## src/rtl/sha256_stream_frontend.sv

```systemverilog
// Stream front-end for the SHA-256 core: packs input beats into big-endian words,
// buffers them in a small FIFO, and serialises the returned digest under ready/valid.
module sha256_stream_frontend #(
  parameter int IN_W  = 8,
  parameter int OUT_W = 8,
  parameter int DEPTH = 4
) (
  input  logic              clk,
  input  logic              rst_n,
  input  logic [IN_W-1:0]   din,
  input  logic              valid,
  input  logic              last,
  output logic              in_ready,
  output logic              busy,
  output logic [31:0]       w_data,
  output logic [2:0]        w_bytes,
  output logic              w_last,
  output logic              w_valid,
  input  logic              w_ready,
  input  logic [255:0]      digest,
  input  logic              digest_valid,
  output logic [OUT_W-1:0]  dout,
  output logic              dvalid,
  input  logic              dout_ready
);

  localparam int BPB    = IN_W / 8;
  localparam int AW     = (DEPTH > 1) ? $clog2(DEPTH) : 1;
  localparam int CW     = AW + 1;
  localparam int NBEATS = 256 / OUT_W;
  localparam int BW     = (NBEATS > 1) ? $clog2(NBEATS) : 1;

  typedef enum logic [1:0] {
    IDLE = 2'd0,
    HASH = 2'd1,
    OUT  = 2'd2
  } state_t;

  state_t state_q, state_d;

  logic        accept;
  logic        push;
  logic        pop;
  logic        lastBeat;

  logic [1:0]  byteCnt_q, byteCnt_d;
  logic [31:0] pack_q, pack_d;
  logic [2:0]  newCnt;
  logic [31:0] dinAligned;
  logic [31:0] mergedWord;

  logic [31:0] memData  [DEPTH];
  logic [2:0]  memBytes [DEPTH];
  logic        memLast  [DEPTH];
  logic [AW-1:0] wrPtr_q, wrPtr_d;
  logic [AW-1:0] rdPtr_q, rdPtr_d;
  logic [CW-1:0] count_q, count_d;
  logic          full_q, full_d;

  logic [255:0]  digest_q, digest_d;
  logic [BW-1:0] beat_q, beat_d;
  logic [255:0]  digestShift;

  assign accept   = valid && in_ready;
  assign pop      = w_valid && w_ready;
  assign lastBeat = (beat_q == BW'(NBEATS - 1));

  always_ff @(posedge clk) begin
    if (!rst_n) begin
      state_q <= IDLE;
    end else begin
      state_q <= state_d;
    end
  end

  always_comb begin
    state_d = state_q;
    case (state_q)
      IDLE:    if (accept && last) state_d = HASH;
      HASH:    if (digest_valid) state_d = OUT;
      OUT:     if (dout_ready && lastBeat) state_d = IDLE;
      default: state_d = IDLE;
    endcase
  end

  always_comb begin
    in_ready = 1'b0;
    busy     = 1'b1;
    dvalid   = 1'b0;
    dout     = '0;
    case (state_q)
      IDLE: begin
        in_ready = !full_q;
        busy     = 1'b0;
      end
      OUT: begin
        dvalid = 1'b1;
        dout   = digestShift[255 -: OUT_W];
      end
      default: ;
    endcase
  end

  // Packer keeps bytes left-aligned so a short final word needs no extra shifting.
  always_comb begin
    dinAligned              = '0;
    dinAligned[31 -: IN_W]  = din;
    newCnt                  = {1'b0, byteCnt_q} + 3'(BPB);
    mergedWord              = pack_q | (dinAligned >> {byteCnt_q, 3'b000});
    push                    = accept && ((newCnt == 3'd4) || last);
    pack_d                  = pack_q;
    byteCnt_d               = byteCnt_q;
    if (accept) begin
      if (push) begin
        pack_d    = '0;
        byteCnt_d = '0;
      end else begin
        pack_d    = mergedWord;
        byteCnt_d = newCnt[1:0];
      end
    end
  end

  always_ff @(posedge clk) begin
    if (!rst_n) begin
      pack_q    <= '0;
      byteCnt_q <= '0;
    end else begin
      pack_q    <= pack_d;
      byteCnt_q <= byteCnt_d;
    end
  end

  always_comb begin
    wrPtr_d = wrPtr_q;
    rdPtr_d = rdPtr_q;
    count_d = count_q;
    if (push) wrPtr_d = wrPtr_q + AW'(1);
    if (pop)  rdPtr_d = rdPtr_q + AW'(1);
    case ({push, pop})
      2'b10:   count_d = count_q + CW'(1);
      2'b01:   count_d = count_q - CW'(1);
      default: count_d = count_q;
    endcase
    full_d = (count_d == CW'(DEPTH));
  end

  always_ff @(posedge clk) begin
    if (!rst_n) begin
      wrPtr_q <= '0;
      rdPtr_q <= '0;
      count_q <= '0;
      full_q  <= 1'b0;
    end else begin
      wrPtr_q <= wrPtr_d;
      rdPtr_q <= rdPtr_d;
      count_q <= count_d;
      full_q  <= full_d;
    end
  end

  // Storage needs no reset: the outputs are gated by the occupancy count.
  always_ff @(posedge clk) begin
    if (push) begin
      memData[wrPtr_q]  <= push && !(newCnt == 3'd4) ? mergedWord : mergedWord;
      memBytes[wrPtr_q] <= newCnt;
      memLast[wrPtr_q]  <= last;
    end
  end

  assign w_valid = (count_q != '0);
  assign w_data  = w_valid ? memData[rdPtr_q]  : '0;
  assign w_bytes = w_valid ? memBytes[rdPtr_q] : '0;
  assign w_last  = w_valid ? memLast[rdPtr_q]  : 1'b0;

  always_comb begin
    digest_d = digest_q;
    beat_d   = beat_q;
    if (state_q == HASH && digest_valid) begin
      digest_d = digest;
      beat_d   = '0;
    end else if (state_q == OUT && dout_ready) begin
      beat_d = lastBeat ? '0 : beat_q + BW'(1);
    end
  end

  always_ff @(posedge clk) begin
    if (!rst_n) begin
      digest_q <= '0;
      beat_q   <= '0;
    end else begin
      digest_q <= digest_d;
      beat_q   <= beat_d;
    end
  end

  assign digestShift = digest_q << (int'(beat_q) * OUT_W);

endmodule
```

## config.mk

```make
export PLATFORM = sky130hd
export DESIGN_NAME = sha256_stream_frontend
export DESIGN_NICKNAME = d
export VERILOG_FILES = /design/src/rtl/sha256_stream_frontend.sv
export SDC_FILE = /design/constraint.sdc
export NUM_CORES = 1
export LEC_CHECK = 0
export CORE_UTILIZATION = 48
export CTS_CLUSTER_DIAMETER = 100
export CTS_CLUSTER_SIZE = 16
export DETAILED_ROUTE_END_ITERATION = 10
export GPL_TIMING_DRIVEN = 0
export HOLD_SLACK_MARGIN = 0.08
export PLACE_DENSITY = 0.76
export SETUP_SLACK_MARGIN = 0.5
export SYNTH_ARGS = -nofsm -noshare
export SYNTH_HDL_FRONTEND = slang
export SYNTH_SLANG_ARGS = --single-unit
```

## constraint.sdc

```tcl
create_clock -name clk -period 2.2 [get_ports clk]
set_input_delay 0.33 -clock clk [delete_from_list [all_inputs] [get_ports clk]]
set_output_delay 0.33 -clock clk [all_outputs]
set_load 0.005 [all_outputs]
```

======== Word level (Yosys, flattened, before mapping) ========
Memory sizes are Yosys's and may differ from the RTL's. A register that Yosys moved wholly into a read port is not among the register bits.
Index checks and enable logic that the tools add are counted.
cells by class
  add/sub/neg operators ................... 6
  equal/unequal tests ..................... 10
  shift-type cells ........................ 2
  mux-type cells .......................... 23
  bitwise gates (word level) .............. 2
  reduce and logical (&&, ||, !) cells .... 13
operator list
  kind                                                  count
  left shift 256 x 8 -> 256 bit                         1
  2-to-1 mux 32 bit                                     2
  OR 32 bit                                             1
  right shift 32 x 5 -> 32 bit                          1
  2-to-1 mux 2 bit                                      10
  2-to-1 mux 8 bit                                      1
  logical AND 1 bit                                     7
  equality test 3 bit (second input constant)           2
  2-to-1 mux 1 bit                                      6
  != test 2 bit (second input constant)                 3
  case mux 2 bit (3 select lines)                       1
  case mux 3 bit (2 select lines)                       1
  adder 5 x 1 -> 5 bit (second input constant)          1
  equality test 5 bit (second input constant)           1
  2-to-1 mux 5 bit                                      1
  adder 2 x 1 -> 2 bit (second input constant)          2
  equality test 2 x 1 -> 1 bit (second input constant)  2
  equality test 2 bit (second input constant)           2
  adder 2 x 1 -> 3 bit (second input constant)          1
  adder 3 x 1 -> 3 bit (second input constant)          1
  2-to-1 mux 3 bit                                      1
  AND reduction 3 bit                                   1
  nonzero test 3 bit                                    1
  subtractor 3 x 1 -> 3 bit (second input constant)     1
  5 further kinds                                       5
word-level totals
  register bits after elaboration ......... 305
  RAM bits ................................ 144
  input bits .............................. 271
  output and inout port bits .............. 48
  word-level logic and storage cells ...... 68
  memories kept ........................... 3
memories
  name      words  width  rd ports  clocked after Yosys merged registers in  wr ports  line  RTL
  memData   4      32     1         1                                        1         52    logic [31:0] memData [DEPTH];
  memBytes  4      3      1         1                                        1         53    logic [2:0] memBytes [DEPTH];
  memLast   4      1      1         1                                        1         54    logic memLast [DEPTH];

======== Depth between registers and ports, before layout ========
  depth in word-level cells ............... 7
  gate-level depth with buffers ........... 11
  gate-level depth less buffers ........... 11

======== Worst setup path after synthesis ========
OpenSTA, ideal clock, no wires.
  path type ............................... reg2reg
  start point ............................. reg state_q[1]
  end point ............................... mem memBytes[0][0], enable pin
  setup time .............................. 397 ps
  arrival time ............................ 2037 ps
  setup slack ............................. -234 ps
  cell stages (with the launch flop) ...... 4
  path buffers ............................ 0
  clock period less this slack ............ 2434 ps
  path through ............................ dfxtp_1 or4b_4 nor2_4 and2_1
on the way
  longest elaborated chain between the ends .. 6
ends and longest elaborated chain
  item                                    line  RTL
  start: declaration                      39    state_t state_q, state_d;
  start signal: assignment                72    state_q <= state_d;
  zero test 2 bit                         91    case (state_q)
  2-to-1 mux 1 bit                        91
  logical AND 1 bit                       64    assign accept = valid && in_ready;
  logical AND 1 bit                       110   push = accept && ((newCnt == 3'd4) || last);
  2-to-1 mux 1 bit                        164   if (push) begin
  2-to-1 mux 1 bit (implied by the code)  166   memBytes[wrPtr_q] <= newCnt;
  end: declaration                        53
Every way passes these cells.

======== Worst setup path in the final report ========
  start point ............................. reg beat_q[1]
  end point ............................... out dout[2]
on the way
  longest elaborated chain between the ends .. 2
ends and longest elaborated chain
  item                           line  RTL
  start: declaration             61    logic [BW-1:0] beat_q, beat_d;
  start signal: assignment       193   beat_q <= beat_d;
  left shift 256 x 8 -> 256 bit  197   assign digestShift = digest_q << (int'(beat_q) * OUT_W);
  2-to-1 mux 8 bit               91
  end: declaration               22    output logic [OUT_W-1:0] dout,
Every way passes these cells.

==> metrics.csv <==
metric;value;unit
status;finished, violations left;
violations;setup timing;
grt_overflow;0;
grt_pass1_wl;91500;um
cts_tree;yes;
syn_to_final_growth;38.6;%
r2r_end;full_q;
totalWireLength;64200;um
area.sequential;0.0105;mm2
wl_per_cell;23.1;um
synth_edf_count;144;
grt_pass1_vias;15920;
endpoint;dout[2];
drt_iter0_markers;1547;
clkSlewWorstSetupHoldPaths;0.08;ns
final_common_cell;nand2_1;
fmax;352;MHz
crit_top_cell;buf_6;
maxCapViolations;0;
multi_input_area;0.00849;mm2
synth-main-ff-cell;dfxtp_1;
worst-path-buf-inv;5;
critPathSlowestCell;mux4_2;
cp_top_family;multiplexers;
finalCritPeriodShare;1.29;
tns;-16.79;ns
vias;15836;
start_util;0.492;
postLayoutCellArea;0.0267;mm2
grt_util_met1;0.362;
rows;72;
p_leak;9.45;nW
finalWorstSetupSlack;-0.644;ns
rr_startpoint;state_q[0];
synth-simple-area-share;0.138;
most-common-layout-cells;nand2_1 (517), dfxtp_1 (298), clkdlybuf4s50_1 (261);
placed_cell_area;0.0231;mm2
layout-drive-gt1-share;0.236;
async_flop_share;0;
path_depth;9;
htree_levels;2;
grt_busiest_layer;met2;
r2r_setup_slack;-0.11;ns
period_minus_slack;2.84;ns
critPathMaxStageDelay;0.52;ns
reg2reg_depth;10;
synth.distinct_cells;50;
synth.yosys.seq_area_share;0.544;
synthesis.area;0.0192;mm2
fp.coreArea;0.0391;mm2
slew_headroom;0.568;
drc;0;
timing.final.max_slew_violations;0;
clkLatencyLatePin;0.54;ns
grtUsageTotal;0.294;
synth_xor_area_frac;0.00273;
power.density;822;mW/mm2
ant_nets;0;
min_path_type;input port to register;
muxShareOfSynthArea;0.131;
use_met2;0.515;
grt_max_degree;19;
path_class;register to output port;
crit_fanout;5;
antenna_found_initial;9;
ios;319;
yosys_warnings;0;
finClkSkew;0.0171;ns
end_kind;output port;
finalNetCount;2515;
synthAdderAreaFrac;0.00690;
cts_made_buffers;34;
die_w;202;um
dieArea;0.0409;mm2
cp.arrival;2.51;ns
fill_cells;2771;
path_cells;buf_12 -> buf_16 -> buf_6 -> buf_6 -> mux4_2 -> mux2i_2 -> a221o_1 -> a21oi_2 -> buf_2;
clockBufferDepth;3;
ys_ff_latch;451;
synth_top_family_by_area;compound AO/OA/AOI/OAI gates;
place_congestion;0.922;
hold_buffers;0;
start_kind;register;
first_pass_iters;5;
dieHeight;202;um
critPathLaunch;beat_q[1];
rsz0062_at_grt;true;
synth_compound_area_frac;0.139;
synth_nets;2035;
cts_sinks;451;
vdd_drop_max;0.000557;V
cp.required;1.87;ns
syn-instance-count;1754;
clockRootBuffer;clkbuf_16;
post-place-cells;2581;
setup_viol;64;
grt_use_met3;0.0451;
fin_cells;2775;
vias_per_cell;5.71;
avgSynthCellArea;11.0;um2
io_buffers;309;
tightestPinTransition;0.645;ns
hold_viol_final;0;
dp_hpwl;41000;um
registers in the layout (all words and copies together) (netlist names), named ones only:
name and cells:
full_q 1, count_q 3, beat_q 5, rdPtr_q 2
digest_q 256, pack_q 32, memLast 4, memBytes 12
memData 128, byteCnt_q 2, state_q 2, wrPtr_q 2
cells in the mapped netlist, types with 8 or more instances:
library cell	n	area share
nor2b_1	8	0.0026
o21ai_0	9	0.0023
ha_1	9	0.0059
a221o_1	8	0.0042
nand2_1	517	0.10
clkbuf_1	68	0.013
buf_2	47	0.012
a31oi_1	8	0.0026
nor2_1	43	0.0084
mux2i_1	35	0.018
dfxtp_1	307	0.32
buf_1	8	0.0016
and2_1	48	0.016
a21oi_1	40	0.010
mux4_2	75	0.088
a21o_1	32	0.012
a21boi_0	257	0.10
mux4_1	18	0.025
buf_6	9	0.0053
edfxtp_1	144	0.22
kinds of logic (layout without fill, tap and decap cells):
logic type / after synthesis / in the layout
and+or+nand+nor: 641 / 646
DFF: 451 / 451
AOI/OAI and AO/OA: 369 / 369
buffers and inverters: 148 / 637
muxes: 129 / 129
adders and majority gates: 10 / 10
xor gates and xnor gates: 6 / 6
other: 0 / 9
worst register-to-register path: cells and delay by family, from the launching register on:
| family | cells | cell delay (ns) |
|---|---|---|
| buf+inv | 3 | 0.22 |
| simple gates | 4 | 0.96 |
| flops | 1 | 0.38 |
| fa+ha+maj | 2 | 0.57 |
| mux | 1 | 0.08 |
cell type report:
type                            instances  share of cell area
Tap cell                              518              0.0243
Sequential cell                       451               0.394
Clock inverter                          4             0.00164
Buffer                                139              0.0416
Antenna cell                            9            0.000845
Timing Repair Buffer                  439               0.183
Inverter                                9             0.00164
Multi-Input combinational cell       1160               0.319
Clock buffer                           46              0.0344
routing by layer:
layer  part of all wire  routed length (um)
met1               0.37               23800
met2               0.51               32500
met3              0.075                4800
met4              0.048                3070
met5            0.00020                  13
worst min path at each step:
| stage | endpoint | from | slack, ns | cells after the start |
|---|---|---|---|---|
| final | pack_q[26] | din[2] | 0.20 | 3 |
| after global routing | pack_q[26] | din[2] | 0.20 | 3 |
| after CTS | pack_q[7] | din[7] | 0.19 | 3 |
| after detailed placement | digest_q[238] | digest_q[238] | 0.45 | 2 |
| after global placement | digest_q[222] | digest_q[222] | 0.45 | 2 |
| after floorplan | memLast[0] | last | 0.43 | 0 |
repair_timing:
item,4_1_cts,5_1_grt
resized for setup,373,206
pin swaps,54,44
buffers inserted,77,36
gates cloned,13,9
setup endpoints to repair,504,478
metrics by stage:
step	power, W	hold slack, ns	setup WS, ns	util
CTS	0.0209	0.187	-0.599	0.654
finish	0.0219	0.204	-0.644	0.682
global placement	0.0134	0.446	-0.735	0.590
detailed placement	0.0136	0.453	-0.788	0.590
global route	0.0225	0.200	-0.692	0.682
floorplan	0.0114	0.429	0.0605	-
report_power, final:
part / switching, W / internal, W / total, W
Clock: 0.00301 / 0.00295 / 0.00596
Combinational: 0.00267 / 0.00409 / 0.00676
Sequential: 0.000200 / 0.00899 / 0.00919
(Power assumes the default switching activity.)
